File: config.mk
export PLATFORM = sky130hd
export DESIGN_NAME = mul_ctrl
export DESIGN_NICKNAME = d
export VERILOG_FILES = /design/src/rtl/mul_ctrl_pkg.sv /design/src/rtl/mul_ctrl_sign_fix.sv /design/src/rtl/mul_ctrl.sv
export SDC_FILE = /design/constraint.sdc
export NUM_CORES = 1
export LEC_CHECK = 0
export BUFFER_PORTS_ARGS = -buffer_cell sky130_fd_sc_hd__buf_2
export CAP_MARGIN = 40
export CORE_MARGIN = 2
export CORE_UTILIZATION = 45
export DETAILED_ROUTE_END_ITERATION = 8
export GPL_TIMING_DRIVEN = 0
export PLACE_DENSITY = 0.69
export SYNTH_ARGS = -nofsm -noshare
export SYNTH_HDL_FRONTEND = slang
export SYNTH_SLANG_ARGS = --single-unit
File: constraint.sdc
create_clock -name clk -period 15.8 [get_ports clk]
set_input_delay 1.58 -clock clk [delete_from_list [all_inputs] [get_ports clk]]
set_output_delay 1.58 -clock clk [all_outputs]
set_load 0.03 [all_outputs]
File: src/rtl/mul_ctrl_pkg.sv
// Shared types for the RV32M multiply front end: opcodes, FSM states and product classes.
package mul_ctrl_pkg;

   typedef enum logic [1:0] {
      MUL_OP_MUL    = 2'b00,
      MUL_OP_MULH   = 2'b01,
      MUL_OP_MULHSU = 2'b10,
      MUL_OP_MULHU  = 2'b11
   } mul_op_e;

   typedef enum logic [1:0] {
      MUL_CTRL_IDLE = 2'b00,
      MUL_CTRL_BUSY = 2'b01,
      MUL_CTRL_DONE = 2'b10
   } mul_state_e;

   typedef enum logic [1:0] {
      MUL_CLS_SS = 2'b00,
      MUL_CLS_UU = 2'b01,
      MUL_CLS_SU = 2'b10
   } mul_class_e;

   function automatic mul_class_e op_class(mul_op_e op);
      case (op)
         MUL_OP_MULHU:  return MUL_CLS_UU;
         MUL_OP_MULHSU: return MUL_CLS_SU;
         default:       return MUL_CLS_SS;
      endcase
   endfunction

endpackage

File: src/rtl/mul_ctrl_sign_fix.sv
// Combinational MULHSU helpers: magnitude of rs1 and conditional 64-bit two's-complement negate.
module mul_ctrl_sign_fix (
   input  logic [31:0] op1_i,
   input  logic [63:0] prod_i,
   input  logic        neg_i,
   output logic [31:0] op1_abs_o,
   output logic [63:0] prod_o
);

   // 0x80000000 maps onto itself, which is the correct unsigned magnitude.
   assign op1_abs_o = op1_i[31] ? (~op1_i + 32'd1) : op1_i;
   assign prod_o    = neg_i ? (~prod_i + 64'd1) : prod_i;

endmodule

File: src/rtl/mul_ctrl.sv
// EX-stage control for the iterative multiplier: decode, handshake, stall, sign fix, writeback.
// Optional result reuse of the last completed product is enabled by defining MUL_RESULT_REUSE_EN.
module mul_ctrl
   import mul_ctrl_pkg::*;
(
   input  logic        clk,
   input  logic        rst,
   input  logic        ex_mul_req_i,
   input  logic [1:0]  ex_mul_op_i,
   input  logic [31:0] ex_op1_i,
   input  logic [31:0] ex_op2_i,
   input  logic [4:0]  ex_rd_addr_i,
   input  logic        flush_i,
   input  logic        mul_stop_i,
   input  logic [31:0] mul_res_l_i,
   input  logic [31:0] mul_res_h_i,
   output logic        mul_start_o,
   output logic        mul_cancel_o,
   output logic        mul_signed_o,
   output logic [31:0] mul_op1_o,
   output logic [31:0] mul_op2_o,
   output logic        stall_req_o,
   output logic        wb_we_o,
   output logic [4:0]  wb_rd_addr_o,
   output logic [31:0] wb_data_o
);

   mul_state_e  state_q;
   mul_op_e     op_q;
   mul_op_e     req_op;
   logic [4:0]  rd_q;
   logic        neg_q;
   logic        start_q;
   logic        cancel_q;
   logic        signed_q;
   logic [31:0] op1_q;
   logic [31:0] op2_q;
   logic [63:0] prod_q;
   logic [31:0] wb_data_q;
   logic [4:0]  wb_rd_q;

   logic        req_take;
   logic        signed_d;
   logic        neg_d;
   logic [31:0] op1_d;
   logic [31:0] op1_abs;
   logic [63:0] prod_fix;
   logic [31:0] wb_sel;
   logic        reuse_hit;
   logic [63:0] reuse_prod;

   assign req_op   = mul_op_e'(ex_mul_op_i);
   assign req_take = (state_q == MUL_CTRL_IDLE) && ex_mul_req_i && !flush_i;

   mul_ctrl_sign_fix u_sign_fix (
      .op1_i     (ex_op1_i),
      .prod_i    ({mul_res_h_i, mul_res_l_i}),
      .neg_i     (neg_q),
      .op1_abs_o (op1_abs),
      .prod_o    (prod_fix)
   );

   // MULHSU runs as |rs1| x rs2 unsigned, then the product is negated if rs1 was negative.
   assign signed_d = (req_op == MUL_OP_MUL) || (req_op == MUL_OP_MULH);
   assign neg_d    = (req_op == MUL_OP_MULHSU) && ex_op1_i[31];
   assign op1_d    = (req_op == MUL_OP_MULHSU) ? op1_abs : ex_op1_i;

`ifdef MUL_RESULT_REUSE_EN
   logic        ent_vld_q;
   mul_class_e  ent_cls_q;
   logic [31:0] ent_op1_q;
   logic [31:0] ent_op2_q;
   logic [63:0] ent_prod_q;
   logic [31:0] raw_op1_q;
   logic [31:0] raw_op2_q;
   logic        ent_wr;

   assign ent_wr     = (state_q == MUL_CTRL_BUSY) && mul_stop_i && !flush_i;
   // MUL only needs the low word, which is identical for every product class.
   assign reuse_hit  = ent_vld_q && (ent_op1_q == ex_op1_i) && (ent_op2_q == ex_op2_i) &&
                       ((req_op == MUL_OP_MUL) || (op_class(req_op) == ent_cls_q));
   assign reuse_prod = ent_prod_q;

   always_ff @(posedge clk or posedge rst) begin
      if (rst) begin
         ent_vld_q <= 1'b0;
      end else if (ent_wr) begin
         ent_vld_q <= 1'b1;
      end
   end

   // NOTE: the entry payload is qualified by ent_vld_q, so it needs no reset of its own.
   always_ff @(posedge clk) begin
      if (req_take) begin
         raw_op1_q <= ex_op1_i;
         raw_op2_q <= ex_op2_i;
      end
      if (ent_wr) begin
         ent_cls_q  <= op_class(op_q);
         ent_op1_q  <= raw_op1_q;
         ent_op2_q  <= raw_op2_q;
         ent_prod_q <= prod_fix;
      end
   end
`else
   assign reuse_hit  = 1'b0;
   assign reuse_prod = '0;
`endif

   // NOTE: sequential state uses non-blocking assignments so every register samples pre-edge values.
   always_ff @(posedge clk or posedge rst) begin
      if (rst) begin
         state_q   <= MUL_CTRL_IDLE;
         op_q      <= MUL_OP_MUL;
         rd_q      <= '0;
         neg_q     <= 1'b0;
         start_q   <= 1'b0;
         cancel_q  <= 1'b0;
         signed_q  <= 1'b0;
         op1_q     <= '0;
         op2_q     <= '0;
         prod_q    <= '0;
         wb_data_q <= '0;
         wb_rd_q   <= '0;
      end else begin
         cancel_q <= 1'b0;
         case (state_q)
            MUL_CTRL_IDLE: begin
               if (req_take) begin
                  op_q <= req_op;
                  rd_q <= ex_rd_addr_i;
                  if (reuse_hit) begin
                     prod_q  <= reuse_prod;
                     state_q <= MUL_CTRL_DONE;
                  end else begin
                     start_q  <= 1'b1;
                     signed_q <= signed_d;
                     neg_q    <= neg_d;
                     op1_q    <= op1_d;
                     op2_q    <= ex_op2_i;
                     state_q  <= MUL_CTRL_BUSY;
                  end
               end
            end
            MUL_CTRL_BUSY: begin
               if (flush_i) begin
                  cancel_q <= 1'b1;
                  start_q  <= 1'b0;
                  state_q  <= MUL_CTRL_IDLE;
               end else if (mul_stop_i) begin
                  prod_q  <= prod_fix;
                  start_q <= 1'b0;
                  state_q <= MUL_CTRL_DONE;
               end
            end
            default: state_q <= MUL_CTRL_IDLE;
         endcase
         if (wb_we_o) begin
            wb_data_q <= wb_sel;
            wb_rd_q   <= rd_q;
         end
      end
   end

   assign wb_sel       = (op_q == MUL_OP_MUL) ? prod_q[31:0] : prod_q[63:32];
   assign wb_we_o      = (state_q == MUL_CTRL_DONE) && !flush_i;
   assign wb_data_o    = wb_we_o ? wb_sel : wb_data_q;
   assign wb_rd_addr_o = wb_we_o ? rd_q : wb_rd_q;
   assign stall_req_o  = req_take || (state_q == MUL_CTRL_BUSY);
   assign mul_start_o  = start_q;
   assign mul_cancel_o = cancel_q;
   assign mul_signed_o = signed_q;
   assign mul_op1_o    = op1_q;
   assign mul_op2_o    = op2_q;

endmodule

; After elaboration in Yosys (flattened, before gate mapping)
; Cells that the tools add are included.
[totals]
ff_bits = 178
in_bits = 140
output_inout_bits = 106
[op_classes]
add_sub_neg = 2
eq_ne = 6
n_mux = 16
n_bitwise = 3
n_reduce_logical = 15
[ops]
columns = operator, count
row1 = $mux 32, 4
row2 = $add 64x1->64 const B, 1
row3 = $mux 64, 1
row4 = $not 64->64, 1
row5 = $add 32x1->32 const B, 1
row6 = $not 32->32, 1
row7 = $logic_not 2->1, 3
row8 = $mux 2, 3
row9 = $reduce_and 3->1, 2
row10 = $mux 1, 5
row11 = $mux 5, 1
row12 = $eq 2x1->1 const B, 2
row13 = $eq 2x2->1 const B, 2
row14 = $logic_and 1x1->1, 4
row15 = $pmux 2 s2, 1
row16 = $reduce_and 2->1, 2
row17 = $ne 3x3->1 const B, 1
row18 = $logic_or 1x1->1, 2
row19 = $ne 2x2->1 const B, 1
row20 = $pmux 1 s2, 1
row21 = $reduce_bool 2->1, 1
row22 = $logic_not 1->1, 1
row23 = $not 1->1, 1

; Depth between registers and ports, before layout
[logic_depth]
depth_word = 5
mapped_depth = 9
depth_no_buf = 8

; Modules after synthesis
; Synthesis repeated with hierarchy kept, for this count alone.
[unflattened]
hier_cells = 925
hier_area_um2 = 9515.4
[by_module_without_submodules]
columns = module, n_inst, cells_each, area_per_inst_um2
row1 = mul_ctrl, 1, 617, 7225.7
row2 = mul_ctrl_sign_fix, 1, 308, 2289.7

; Worst setup path after synthesis
; No wires, ideal clock.
[synth_path]
path_kind = input-to-output
startpoint = in flush_i
endpoint = out wb_data_o[22]
arrival_time_ns = 3.301
t_required_ns = 14.220
setup_slack_ns = 10.919
stages = 4
n_path_buf = 2
cell_sequence = nor3b_1 clkbuf_1 buf_1 a21oi_1
[synth_via]
elab_chain_len = 3
[synth_rtl]
columns = element, line_no
row1 = "start, declared", mul_ctrl.sv:13  ; input logic flush_i,
row2 = $logic_not 1->1, mul_ctrl.sv:166  ; assign wb_we_o = (state_q == MUL_CTRL_DONE) && !flush_i;
row3 = $logic_and 1x1->1, mul_ctrl.sv:166
row4 = named net wb_we_o, mul_ctrl.sv:23  ; output logic wb_we_o,
row5 = $mux 32, --
row6 = "end, declared", mul_ctrl.sv:25  ; output logic [31:0] wb_data_o
; The timed path passes the listed nets, and every way through them passes these cells.

; Worst setup path in the final report
[layout_path]
startpoint = in flush_i
endpoint = out wb_data_o[15]
[layout_via]
elab_chain_len = 3
[layout_rtl]
columns = element, line_no
row1 = $logic_not 1->1, mul_ctrl.sv:166
row2 = $logic_and 1x1->1, mul_ctrl.sv:166
row3 = $mux 32, --
; Every way passes these cells.

==> results_tabular.tex <==
\begin{tabular}{lr}
\hline
Metric & Value \\
\hline
\multicolumn{2}{l}{\textbf{Worst hold path}} \\
Class of the tightest hold or removal check & reg2reg \\
\multicolumn{2}{l}{\textbf{Clock tree}} \\
CTS tree & yes \\
TritonCTS buffer count & 17 \\
Clock network latency to the later pin of the worst-skew pair & 0.43 ns \\
Post-CTS Setup Repair Bufs & 0 \\
Clock Path Buffers & 2 \\
Hold-fix buffers, CTS & 0 \\
H-tree depth reported by CTS & 4 \\
Clock-pin slew on the worst setup and hold paths & 0.07 ns \\
CTS root buffer & clkbuf\_16 \\
CTS resizes & 0 \\
Clk sinks & 178 \\
\multicolumn{2}{l}{\textbf{Layout}} \\
P\&R area growth vs syn & 24.4\% \\
Commonest non-fill, non-tap cells in the layout & buf\_2, nand2\_1, dfrtp\_1, o21ai\_0, xor2\_1 \\
Utilization after layout & approximately 57\% \\
Count of antenna diodes in the layout & 0 \\
Fillers & 1817 \\
Number of nets at the end of the flow & 1377 \\
Multi-input gate area & 4220 sq um \\
Sequential Area & 4450 sq um \\
Share of final-layout standard cells stronger than drive strength 1 & approximately a quarter \\
Most common cell after layout, fill and taps aside & buf\_2 \\
\multicolumn{2}{l}{\textbf{Placed design}} \\
Final estimated routing congestion in global placement & about 0.9 \\
HPWL Detailed & between 15 and 20 mm \\
Port Buf Inserts & 244 \\
\multicolumn{2}{l}{\textbf{Worst setup path}} \\
Type of the worst setup path & in2out \\
Max FO, Critical Path & 10 \\
Category of the worst setup path capture point & primary output \\
Required arrival time at the worst endpoint & 14.22 ns \\
CP Data Arrival Time & 3.87 ns \\
Kind of start point of the critical path & input pin \\
\multicolumn{2}{l}{\textbf{Die}} \\
Ports placed on the boundary & 246 \\
Core Area & slightly below 20000 sq um \\
Die Span Y & 145 um \\
Row count & 51 \\
Starting utilization of the core area & 45.9\% \\
DIE WIDTH & $\sim$140 um \\
Total Die Area & 21000 sq um \\
\multicolumn{2}{l}{\textbf{Timing}} \\
Remaining max-slew budget at the tightest pin & 41.5\% \\
Final Cycle Share & 34.5\% \\
Final number of setup-violating endpoints & 0 \\
Unrepaired setup endpoints after global routing & false \\
Pins Over Slew Limit & 0 \\
Maximum achievable frequency & 183 MHz \\
Final worst clock skew & 0.0104 ns \\
Final Hold Violating Endpoints & 0 \\
Sum of negative setup slack & 0 ns \\
Clock period minus final worst setup slack & roughly 5.4 ns \\
Worst Tran Pin Value & 0.878 ns \\
\multicolumn{2}{l}{\textbf{Route}} \\
Post-route ant nets & 0 \\
Vias per cell & roughly 5.3 \\
Iteration count of the initial detailed-routing pass & 5 \\
Number of vias in the routed layout & approximately 8000 \\
WL per Instance & 17.1 um \\
Final Routed Wirelength & between 20 and 30 mm \\
DR iter-0 viols & 435 \\
DRC & 0 \\
\multicolumn{2}{l}{\textbf{Global routing}} \\
Grt total ovfl & 0 \\
Largest net degree at the start of global routing & about 120 \\
Global-route wire length before repair & 41.6 mm \\
Via count of the first global-routing pass & 7799 \\
GRT Resource Usage Total & 24.9\% \\
Number of antenna violations at the first check in global routing & 0 \\
\multicolumn{2}{l}{\textbf{Synthesis}} \\
Post-Syn Instances & 970 \\
Post-synthesis cell type count & between 40 and 50 \\
Prevailing post-synth register cell & dfrtp\_1 \\
Total standard cell area after synthesis & 8940 sq um \\
Synth Warn \# & 0 \\
Share of synthesized area occupied by flip-flops and latches & 49.8\% \\
Number of nets produced by synthesis & 1112 \\
Mean area per synthesized cell & 9.22 sq um \\
Number of flops mapped to enable cells by yosys & 0 \\
Async set-or-reset flop fraction in the synthesized netlist & 100\% \\
Register bit total from synthesis & roughly 180 \\
\multicolumn{2}{l}{\textbf{Power}} \\
Part of the total power dissipated in sequential elements & around two fifths \\
Clock power frac & approximately 27\% \\
Part of the power in combinational logic & 31.8\% \\
Power per Cell Area & 140 nW/um\^{}2 \\
Total leakage power & $\sim$5.2 nW \\
Worst IR drop on VDD & 0.0934 mV \\
Sw frac & 37.2\% \\
Int Power & 975 uW \\
Power dissipated by switching net loads & 579 uW \\
\multicolumn{2}{l}{\textbf{Outcome}} \\
Status & complete, no violations \\
\multicolumn{2}{l}{\textbf{Run}} \\
Number of maximum-capacitance violations & 0 \\
\hline
\end{tabular}
-- cell families (layout without fill, tap and decap cells) --
kind of cell / count (synthesis) / count (layout) / synth area share [%]
DFF: 178 / 178 / 49.8
and+or+nand+nor: 379 / 379 / 19.6
AOI/OAI and AO/OA: 215 / 215 / 14.3
xor gates and xnor gates: 88 / 88 / 8.62
buffers and inverters: 69 / 347 / 2.93
adders and majority gates: 2 / 2 / 0.280
muxes: 39 / 39 / 4.44
-- sequential cells by signal (all words and copies together), names as in the netlist --
signal	cells
neg_q	1
mul_op1_o	32
mul_signed_o	1
op_q	2
rd_q	5
state_q	2
mul_cancel_o	1
mul_start_o	1
wb_data_q	32
prod_q	64
wb_rd_q	5
mul_op2_o	32
-- metrics by stage --
step           worst slack (ns)  instances  hold slack, ns  instance area, sq um  power, mW
6_report                  10.35       1513           0.470                 11100       1.55
5_1_grt                   10.13       1513           0.492                 11100       1.64
4_1_cts                   10.31       1513           0.474                 11100       1.57
3_5_place_dp              10.31       1481           0.457                 10500       1.14
3_3_place_gp               7.29       1479           0.451                 10500       1.13
2_1_floorplan              9.39        970           0.440                  8940      0.970
-- Yosys cell counts (2+ instances only) --
library cell | number | area (sq um)
o31ai_2 | 3 | 37.5
a31oi_1 | 5 | 31.3
xnor2_1 | 21 | 184
o21ai_0 | 106 | 531
a21oi_1 | 48 | 240
clkbuf_1 | 52 | 195
or3_1 | 17 | 106
inv_1 | 11 | 41.3
nand3_1 | 7 | 35.0
or2_2 | 8 | 50.1
nor4_1 | 5 | 31.3
nand2_1 | 229 | 860
ha_1 | 2 | 25.0
or4_1 | 11 | 82.6
xor2_1 | 67 | 587
mux2_2 | 5 | 56.3
and3_1 | 2 | 12.5
o41ai_1 | 14 | 123
buf_1 | 3 | 11.3
nand4_1 | 4 | 25.0
o31ai_1 | 15 | 113
buf_2 | 2 | 10.0
nor2_1 | 58 | 218
nor4_4 | 5 | 106
mux2i_1 | 34 | 340
nor3b_1 | 2 | 15.0
dfrtp_1 | 178 | 4450
nor3_1 | 15 | 75.1
o21ai_1 | 14 | 70.1
nand2b_1 | 6 | 37.5
nand4_2 | 2 | 25.0
o41ai_2 | 6 | 97.6
-- power by group through the flow --
stage	Combinational (mW)	Sequential (mW)	Clock [mW]
6_report	0.495	0.633	0.426
5_1_grt	0.540	0.647	0.456
4_1_cts	0.499	0.633	0.437
3_5_place_dp	0.498	0.641	0
3_3_place_gp	0.489	0.637	0
2_1_floorplan	0.274	0.697	0
-- per-layer routing --
layer	up-vias	wire length, um	GRT usage [%]
met4	0	702	9.65
met3	42	1870	5.06
met1	3802	11200	33.2
met5	-	0	0
met2	330	12200	40.2
li1	3850	-	-
-- critical path, cell delays in order --
cell and delay [ns]:
buf_2 0.13, nor3b_1 0.47, buf_2 0.27, clkbuf_1 0.44, buf_1 0.56, a21oi_1 0.18
buf_2 0.22
-- area by class of cell --
cell class                 count  share of cell area (%)
buffer                        57                    1.95
sequential                   178                    40.0
timing repair buffer         246                    11.3
tap                          265                    2.98
clock inverter                13                    1.34
inverter                      12                   0.472
multi-input combinational    723                    38.0
clock buffer                  19                    3.98
-- worst paths after layout --
check	to	slack [ns]	cells after the start	from
max reg2reg	wb_data_q[15]	13.25	5	state_q[1]
min	mul_op2_o[21]	0.47	2	mul_op2_o[21]
min reg2reg	mul_op2_o[21]	0.47	2	mul_op2_o[21]
max in group asynchronous	wb_data_q[4]	13.69	3	rst
min in group asynchronous	mul_op2_o[11]	1.16	2	rst
max	wb_data_o[15]	10.35	7	flush_i
Note: power is estimated with default switching activity, not from simulation.
